<file path="src/rtl/approx_err_monitor.sv">
// Streaming error-statistics monitor placed behind a WxW approximate multiplier.
// Stage 1 recomputes the exact product; stage 2 accumulates signed/absolute error statistics.
module approx_err_monitor #(
  parameter int W     = 6,
  parameter int NSAMP = 4096,
  parameter int ACC_W = 25
) (
  input  logic                      clk,
  input  logic                      rst,
  input  logic                      start,
  input  logic                      in_valid,
  output logic                      in_ready,
  input  logic [W-1:0]              in_a,
  input  logic [W-1:0]              in_b,
  input  logic [2*W-1:0]            in_prod,
  output logic                      busy,
  output logic                      done,
  output logic [$clog2(NSAMP):0]    err_count,
  output logic signed [ACC_W-1:0]   err_sum,
  output logic [ACC_W-1:0]          abs_sum,
  output logic [2*W-1:0]            max_abs,
  output logic signed [ACC_W-1:0]   mean_err
);

  localparam int LOG2N = $clog2(NSAMP);
  localparam int CNT_W = LOG2N + 1;
  localparam int PW    = 2 * W;

  typedef enum logic [1:0] {S_IDLE, S_RUN, S_DRAIN, S_DONE} state_t;

  state_t state_q, state_d;

  logic             accept;
  logic             last_accept;
  logic             start_ok;
  logic [CNT_W-1:0] sample_cnt_q, sample_cnt_d;

  logic [PW-1:0]    exact_p0;
  logic             vld_p1_q;
  logic [PW-1:0]    exact_p1_q;
  logic [PW-1:0]    prod_p1_q;

  logic signed [PW:0]      diff_p1;
  logic [PW-1:0]           abs_p1;
  logic signed [ACC_W-1:0] diff_ext_p1;

  logic [CNT_W-1:0]        err_cnt_q, err_cnt_d;
  logic signed [ACC_W-1:0] err_sum_q, err_sum_d;
  logic [ACC_W-1:0]        abs_sum_q, abs_sum_d;
  logic [PW-1:0]           max_abs_q, max_abs_d;

  function automatic logic signed [PW:0] calc_diff(input logic [PW-1:0] prod,
                                                   input logic [PW-1:0] exact);
    calc_diff = $signed({1'b0, prod}) - $signed({1'b0, exact});
  endfunction

  // |diff| always fits in PW bits because both operands are PW-bit unsigned.
  function automatic logic [PW-1:0] calc_abs(input logic signed [PW:0] d);
    logic signed [PW:0] mag;
    mag = d[PW] ? -d : d;
    calc_abs = mag[PW-1:0];
  endfunction

  assign accept      = in_valid & in_ready;
  assign last_accept = accept && (sample_cnt_q == CNT_W'(NSAMP - 1));
  assign start_ok    = start && ((state_q == S_IDLE) || (state_q == S_DONE));

  always_ff @(posedge clk or posedge rst) begin
    if (rst) begin
      state_q      <= S_IDLE;
      sample_cnt_q <= '0;
    end else begin
      state_q      <= state_d;
      sample_cnt_q <= sample_cnt_d;
    end
  end

  always_comb begin
    state_d = state_q;
    case (state_q)
      S_IDLE:  if (start) state_d = S_RUN;
      S_RUN:   if (last_accept) state_d = S_DRAIN;
      S_DRAIN: if (!vld_p1_q) state_d = S_DONE;
      S_DONE:  if (start) state_d = S_RUN;
      default: state_d = S_IDLE;
    endcase
  end

  always_comb begin
    in_ready = (state_q == S_RUN);
    busy     = (state_q == S_RUN) || (state_q == S_DRAIN);
    done     = (state_q == S_DONE);
  end

  always_comb begin
    sample_cnt_d = sample_cnt_q;
    if (start_ok) begin
      sample_cnt_d = '0;
    end else if (accept) begin
      sample_cnt_d = sample_cnt_q + CNT_W'(1);
    end
  end

  // ---- stage 0 -> 1: exact product recompute ----
  assign exact_p0 = {{W{1'b0}}, in_a} * {{W{1'b0}}, in_b};

  always_ff @(posedge clk or posedge rst) begin
    if (rst) begin
      vld_p1_q <= 1'b0;
    end else begin
      vld_p1_q <= accept;
    end
  end

  always_ff @(posedge clk) begin
    if (accept) begin
      exact_p1_q <= exact_p0;
      prod_p1_q  <= in_prod;
    end
  end

  // ---- stage 1 -> 2: error accumulation ----
  assign diff_p1     = calc_diff(prod_p1_q, exact_p1_q);
  assign abs_p1      = calc_abs(diff_p1);
  assign diff_ext_p1 = {{(ACC_W-PW-1){diff_p1[PW]}}, diff_p1};

  always_comb begin
    err_cnt_d = err_cnt_q;
    err_sum_d = err_sum_q;
    abs_sum_d = abs_sum_q;
    max_abs_d = max_abs_q;
    if (start_ok) begin
      err_cnt_d = '0;
      err_sum_d = '0;
      abs_sum_d = '0;
      max_abs_d = '0;
    end else if (vld_p1_q) begin
      if (diff_p1 != '0) err_cnt_d = err_cnt_q + CNT_W'(1);
      err_sum_d = err_sum_q + diff_ext_p1;
      abs_sum_d = abs_sum_q + {{(ACC_W-PW){1'b0}}, abs_p1};
      if (abs_p1 > max_abs_q) max_abs_d = abs_p1;
    end
  end

  always_ff @(posedge clk or posedge rst) begin
    if (rst) begin
      err_cnt_q <= '0;
      err_sum_q <= '0;
      abs_sum_q <= '0;
      max_abs_q <= '0;
    end else begin
      err_cnt_q <= err_cnt_d;
      err_sum_q <= err_sum_d;
      abs_sum_q <= abs_sum_d;
      max_abs_q <= max_abs_d;
    end
  end

  assign err_count = err_cnt_q;
  assign err_sum   = err_sum_q;
  assign abs_sum   = abs_sum_q;
  assign max_abs   = max_abs_q;
  // Arithmetic shift floors toward minus infinity.
  assign mean_err  = err_sum_q >>> LOG2N;

endmodule

</file>
<file path="config.mk">
export PLATFORM = sky130hd
export DESIGN_NAME = approx_err_monitor
export DESIGN_NICKNAME = d
export VERILOG_FILES = /design/src/rtl/approx_err_monitor.sv
export SDC_FILE = /design/constraint.sdc
export NUM_CORES = 1
export LEC_CHECK = 0
export CORE_ASPECT_RATIO = 0.8
export CORE_MARGIN = 3
export CORE_UTILIZATION = 42
export DETAILED_ROUTE_END_ITERATION = 10
export GPL_TIMING_DRIVEN = 0
export PLACE_DENSITY_LB_ADDON = 0.12
export SETUP_SLACK_MARGIN = 0.3
export SLEW_MARGIN = 20
export SYNTH_ARGS = -nofsm -noshare
export SYNTH_HDL_FRONTEND = slang
export SYNTH_SLANG_ARGS = --single-unit
</file>
<file path="constraint.sdc">
create_clock -name clk -period 9.93 [get_ports clk]
set_clock_uncertainty 0.05 [all_clocks]
set_input_delay 1.986 -clock clk [delete_from_list [all_inputs] [get_ports clk]]
set_output_delay 1.986 -clock clk [all_outputs]
set_load 0.01 [all_outputs]
</file>
==> results of run 1 <==
[how the worst max path moves through the flow]
stage                           start                        to  slack [ns]  cells past startpoint
2_1_floorplan                 in_b[2]  exact_p1_q[11]$_DFFE_PP_        4.67                     15
3_3_place_gp                      rst  err_count[2]$_DFFE_PP0P_        3.74                      2
3_5_place_dp                  in_b[2]  exact_p1_q[11]$_DFFE_PP_        3.87                     16
4_1_cts        prod_p1_q[0]$_DFFE_PP_   abs_sum[24]$_DFFE_PP0P_        4.16                     20
5_1_grt        prod_p1_q[0]$_DFFE_PP_   abs_sum[20]$_DFFE_PP0P_        3.72                     20
6_report       prod_p1_q[0]$_DFFE_PP_   abs_sum[24]$_DFFE_PP0P_        4.12                     20
[critical path: stages (launching register included)]
cell	delay, ns
edfxtp_1	0.36
inv_1	0.07
ha_1	0.18
inv_1	0.06
fa_1	0.41
a21o_1	0.22
a221oi_4	0.34
a211oi_1	0.16
o21a_1	0.30
inv_1	0.23
buf_2	0.45
nand2_1	0.13
xnor2_1	0.36
ha_1	0.36
o21a_1	0.14
o21ai_0	0.37
a211oi_1	0.21
nor3_1	0.83
nor4b_1	0.19
xnor2_1	0.18
nor2_1	0.05
[placed cells by master, fill, tap and decap left out, types with 16 or more instances in the layout]
| master | netlist | routed |
|---|---|---|
| inv_1 | 75 | 74 |
| a21oi_1 | 62 | 62 |
| o21ai_0 | 35 | 35 |
| or3_1 | 17 | 17 |
| nand3_1 | 24 | 24 |
| clkbuf_16 | 0 | 17 |
| xor2_1 | 16 | 16 |
| clkbuf_1 | 17 | 16 |
| xnor2_1 | 40 | 40 |
| nor3_1 | 24 | 24 |
| and2_1 | 24 | 24 |
| clkdlybuf4s50_1 | 0 | 130 |
| nor2_1 | 93 | 93 |
| fa_1 | 20 | 20 |
| buf_4 | 28 | 28 |
| ha_1 | 88 | 88 |
| edfxtp_1 | 24 | 24 |
| a211oi_1 | 17 | 17 |
| dfrtp_1 | 91 | 91 |
| mux2i_1 | 20 | 20 |
| a21o_1 | 19 | 19 |
| nand2_1 | 77 | 77 |
[area by class of cell]
type,count,share of cell area
buffer,53,0.0275
clock buffer,17,0.0380
clock inverter,15,0.0105
inverter,75,0.0256
multi-input combinational,745,0.481
sequential,115,0.268
tap,269,0.0301
timing repair buffer,131,0.119
[metrics by stage]
stage,worst slack [ns],area [µm²],utilization,instances,hold WS [ns]
2_1_floorplan,4.67,8970,-,988,0.446
3_3_place_gp,3.74,10600,0.510,1387,0.454
6_report,4.12,11200,0.537,1420,0.473
5_1_grt,3.72,11200,0.537,1420,0.514
3_5_place_dp,3.87,10600,0.511,1388,0.465
4_1_cts,4.16,11200,0.537,1420,0.475
[routing by layer]
metal / part of all wire / track usage / vias to the layer above
li1: - / - / 3803
met1: 0.49 / 0.297 / 3560
met2: 0.45 / 0.319 / 189
met3: 0.051 / 0.0401 / 16
met4: 0.0083 / 0.0436 / 0
met5: 0 / 0 / -
[state kept, by name (all words and copies together), names as in the netlist]
name          count
abs_sum          25
vld_p1_q          1
sample_cnt_q     13
err_sum          25
prod_p1_q        12
err_count        13
state_q           2
exact_p1_q       12
max_abs          12
[logic make-up after synthesis]
logic type / count (synthesis) / share of synthesized area
compound gates: 227 / 0.170
xor+xnor: 57 / 0.0565
fa+ha+maj: 108 / 0.167
buf+inv: 128 / 0.0656
flops: 115 / 0.334
mux: 20 / 0.0223
simple gates: 333 / 0.184
[cells in the mapped netlist, drive strengths merged, types with 24 or more instances]
library cell,number,share of area
buf,36,0.027
ha,88,0.12
nor3,24,0.013
edfxtp,24,0.080
o21ai,46,0.026
and2,24,0.017
xnor2,41,0.041
inv,75,0.031
dfrtp,91,0.25
nand3,24,0.013
a21oi,62,0.035
nand2,77,0.032
nor2,93,0.039
[report_power, final]
group	switching, µW	total, µW	internal, µW	leakage, µW
logic	1300	2300	996	0.00323
clock network	249	573	324	0.000270
registers	91.6	689	597	0.00145
==> impl_metrics.csv, run 1 <==
group,metric,value,unit
worst_hold_path,hp-start,"sample_cnt_q[12]$_DFFE_PP0P_",
sta,fin_setup_tns,0,ns
synth,syn_inst,988,
drt,final_antenna_net_count,0,
final_layout,multi_input_area,5380,µm²
floorplan,die_x,169,µm
floorplan,rows,47,
worst_setup_path,cp-end-kind,"register",
pwr,p_per_area,318,nW/µm²
floorplan,start_util,0.431,
placement,dpl.hpwl,17400,µm
floorplan,fp.dieH,137,µm
placement,port_buffers,130,
final_layout,fill_cells,1961,
synth,synthesis.area,8970,µm²
final_layout,regArea,3000,µm²
worst_hold_path,hold_path.class,"reg -> reg",
sta,post-route-min-period,5.81,ns
clock_tree,cts_resized,0,
worst_setup_path,cp.arrival,6.05,ns
sta,max_freq,172,MHz
worst_setup_path,crit_required,10.17,ns
sta,rsz0062_at_grt,"false",
synth,yosys_register_bits,115,
synth,synth-edff-count,24,
grt,grt_start_max_net_pins,67,
final_layout,n_antenna_cell,0,
synth,yosysSeqAreaShare,0.334,
synth,async_flop_share,0.791,
synth,yosysWarnings,0,
worst_hold_path,holdPathStages,2,
grt,grt_overflow,0,
sta,fin_crit_sh,0.585,
final_layout,drive_gt1_frac,0.0712,
worst_setup_path,critPathLaunchType,"register",
clock_tree,clockBufferDepth,2,
clock_tree,clock-sinks,115,
floorplan,die_area,23200,µm²
clock_tree,clockRootBuffer,"clkbuf_16",
drt,vias_per_cell,5.33,
sta,hold_viol_final,0,
sta,worstMarginPinSlew,0.966,ns
drt,wl,23000,µm
synth,ys.flop_type,"dfrtp_1",
sta,slew_viol_final,0,
final_layout,nets,1274,
synth,syn_avg_cell_area,9.08,µm²
grt,grt_pass1_vias,7126,
sta,slew-limit-headroom,0.351,
clock_tree,cts_tree,"yes",
clock_tree,cts_buffers,17,
pwr,vdd_drop_max,0.149,mV
clock_tree,clk_latency,0.43,ns
grt,grt_pass1_wl,37500,µm
final_layout,area_growth,24.7,%
synth,synth_nets,1124,
worst_setup_path,crit-reg2reg-launch,"prod_p1_q[0]$_DFFE_PP_",
pwr,p_leak,0.00495,µW
floorplan,core-area,20800,µm²
sta,setup_viol,0,
grt,grtUsageTotal,0.205,
job,max_cap_viol_count,0,
worst_setup_path,ff2ff_setup_slack,4.12,ns
clock_tree,hold_buffers,0,
grt,antenna_found_initial,0,
drt,first_pass_iters,8,
pwr,total_power,3560,µW
worst_setup_path,critPathMaxFanout,21,
worst_setup_path,path_class,"reg -> reg",
floorplan,io-pin-count,131,
drt,avgRoutedWirePerCell,16.2,µm
drt,vias,7568,
worst_setup_path,reg2reg_depth,20,
status,status,"finished, final reports clean",
worst_setup_path,r2r_end,"abs_sum[24]$_DFFE_PP0P_",
drt,drc_errors,0,
placement,gp_congestion,0.836,
worst_hold_path,hold_end,"sample_cnt_q[12]$_DFFE_PP0P_",
clock_tree,postCtsSetupBuffers,0,
synth,ys_types,67,
drt,drt_iter0_drc,532,
clock_tree,cts_max_level,4,
clock_tree,clkTransAtPathRegs,0.06,ns
Note: power is estimated with default switching activity, not from simulation.
==> run 2: changes to the inputs <==
Clock period 9.93 ns to 5.1 ns, I/O delays scaled along.
==> impl_metrics.csv, run 2 (synthesis gave the netlist of run 1 again) <==
group,metric,value,unit
status,status,"finished, final reports clean",
grt,grt_overflow,0,
pwr,p_per_area,643,nW/µm²
worst_setup_path,cp.arrival,4.94,ns
clock_tree,clock-sinks,115,
sta,slew_viol_final,0,
drt,vias,7750,
sta,setup_viol,0,
pwr,total_power,7510,µW
clock_tree,hold_buffers,0,
pwr,p_sw_frac,0.465,
pwr,clkPwrFrac,0.149,
final_layout,n_antenna_cell,0,
pwr,vdd_drop_max,0.295,mV
clock_tree,clockBufferDepth,2,
pwr,p_comb_frac,0.673,
clock_tree,clockRootBuffer,"clkbuf_16",
placement,dpl.hpwl,17400,µm
sta,slew-limit-headroom,0.361,
worst_hold_path,hold_path.class,"reg -> reg",
clock_tree,cts_max_level,4,
final_layout,regArea,3000,µm²
floorplan,core-area,20800,µm²
sta,rsz0062_at_grt,"false",
final_layout,multi_input_area,5690,µm²
drt,drc_errors,0,
sta,fin_crit_sh,0.912,
pwr,seqPwrFrac,0.178,
worst_setup_path,crit_start,"prod_p1_q[0]$_DFFE_PP_",
final_layout,nets,1290,
floorplan,rows,47,
drt,avgRoutedWirePerCell,16.6,µm
placement,port_buffers,130,
sta,fin_setup_tns,0,ns
sta,max_freq,215,MHz
floorplan,die_x,169,µm
clock_tree,clkTransAtPathRegs,0.06,ns
clock_tree,cts_buffers,17,
clock_tree,clk_latency,0.44,ns
pwr,p_switching,3490,µW
clock_tree,cts_tree,"yes",
worst_setup_path,ff2ff_setup_slack,0.45,ns
grt,antenna_found_initial,0,
drt,wl,23900,µm
grt,grt_start_max_net_pins,67,
worst_setup_path,critPathLaunchType,"register",
sta,worstMarginPinSlew,0.959,ns
grt,grtUsageTotal,0.206,
floorplan,io-pin-count,131,
drt,vias_per_cell,5.40,
floorplan,fp.dieH,137,µm
floorplan,start_util,0.431,
grt,grt_pass1_vias,7181,
grt,grt_pass1_wl,37800,µm
worst_setup_path,crit-reg2reg-launch,"prod_p1_q[0]$_DFFE_PP_",
final_layout,area_growth,30.3,%
worst_setup_path,path_class,"reg -> reg",
worst_setup_path,cp-end-kind,"register",
job,max_cap_viol_count,0,
floorplan,die_area,23200,µm²
drt,first_pass_iters,7,
pwr,p_leak,0.00517,µW
final_layout,drive_gt1_frac,0.119,
worst_hold_path,hp-start,"sample_cnt_q[12]$_DFFE_PP0P_",
worst_setup_path,cpPeakStageDelay,0.58,ns
placement,dp.cells,1388,
sta,post-route-min-period,4.65,ns
worst_setup_path,cp_slowest_cell,"or4_4",
drt,drt_iter0_drc,493,
worst_setup_path,crit_chain,"inv_1, ha_2, inv_1, fa_2, a21o_1, a221oi_4, buf_4, xor2_4, o2111ai_4, or4_4, o21ai_4, xnor2_2, ha_1, nand4_1, or2_4, a21oi_4, o21ai_4, clkbuf_16, a211oi_1",
final_layout,final_common_cell,"clkdlybuf4s50_1",
worst_setup_path,crit_required,5.38,ns
pwr,intPower,4020,µW
placement,gp_congestion,0.836,
sta,hold_viol_final,0,
final_layout,fill_cells,1912,
drt,final_antenna_net_count,0,
final_layout,stdcell_count,1436,
worst_setup_path,critPathMaxFanout,5,
final_layout,layout_common_cells,"129 x clkdlybuf4s50_1, 91 x nor2_1, 91 x dfrtp_1, 86 x ha_1, 77 x nand2_1",
## run 2: cell count changes in the layout (fill, tap and decap cells not counted), sizes merged
| cell | previous run | this run |
|---|---|---|
| clkbuf | 34 | 35 |
| clkdlybuf4s50 | 130 | 129 |
| buf | 37 | 51 |
| clkinv | 5 | 6 |
| dlymetal6s2s | 0 | 1 |
| o21ai | 46 | 47 |
| inv | 84 | 83 |
## run 2: stage by stage
stage	area, µm²	utilization	hold slack, ns	worst slack (ns)
global route	11700	0.561	0.514	0.252
finish	11700	0.561	0.474	0.449
CTS	11300	0.543	0.475	0.279
detailed placement	10600	0.511	0.465	-0.624
global placement	10600	0.510	0.454	-0.623
floorplan	8970	-	0.446	0.520
## run 2: area by class of cell
cell class,count,area share
Clock inverter,15,0.0101
Sequential cell,115,0.256
Tap cell,269,0.0288
Multi-Input combinational cell,746,0.487
Timing Repair Buffer,146,0.128
Clock buffer,17,0.0364
Buffer,53,0.0286
Inverter,75,0.0249
## run 2: worst paths after layout
path                                           endpoint  depth (start not counted)
setup / recovery                 max_abs[5]$_DFFE_PP0P_                         19
setup reg to reg                 max_abs[5]$_DFFE_PP0P_                         19
max in group asynchronous       err_sum[21]$_DFFE_PP0P_                          3
min in group asynchronous       abs_sum[15]$_DFFE_PP0P_                          2
hold / removal             sample_cnt_q[12]$_DFFE_PP0P_                          2
hold reg to reg            sample_cnt_q[12]$_DFFE_PP0P_                          2
## run 2: critical path: cells and delay by family (launching register included)
kind | cells | cell delay (ns)
AO/OA/AOI/OAI | 7 | 1.46
XOR/XNOR | 2 | 0.28
adder cells (fa/ha/maj) | 3 | 0.88
buffers and inverters | 4 | 0.50
flip-flops | 1 | 0.36
AND/OR/NAND/NOR | 3 | 1.02
## run 2: power by group through the flow
stage	registers, µW	logic (µW)	clock network, µW
3_3_place_gp	1360	4370	0
2_1_floorplan	1370	3130	0
4_1_cts	1340	4580	1140
3_5_place_dp	1360	4430	0
5_1_grt	1370	5570	1180
6_report	1340	5050	1120
## run 2: what timing repair did
action,in CTS,in global routing
endpoints found under the hold margin,0,0
setup buffers,3,10
resized for setup,25,45
cloned,0,3
endpoints found under the setup margin,33,34
pin swaps,7,11
## run 2: per-layer routing
| layer | share of wire | track usage |
|---|---|---|
| met2 | 0.46 | 0.322 |
| met1 | 0.49 | 0.297 |
| met4 | 0.010 | 0.0454 |
| met5 | 0 | 0 |
| met3 | 0.045 | 0.0401 |
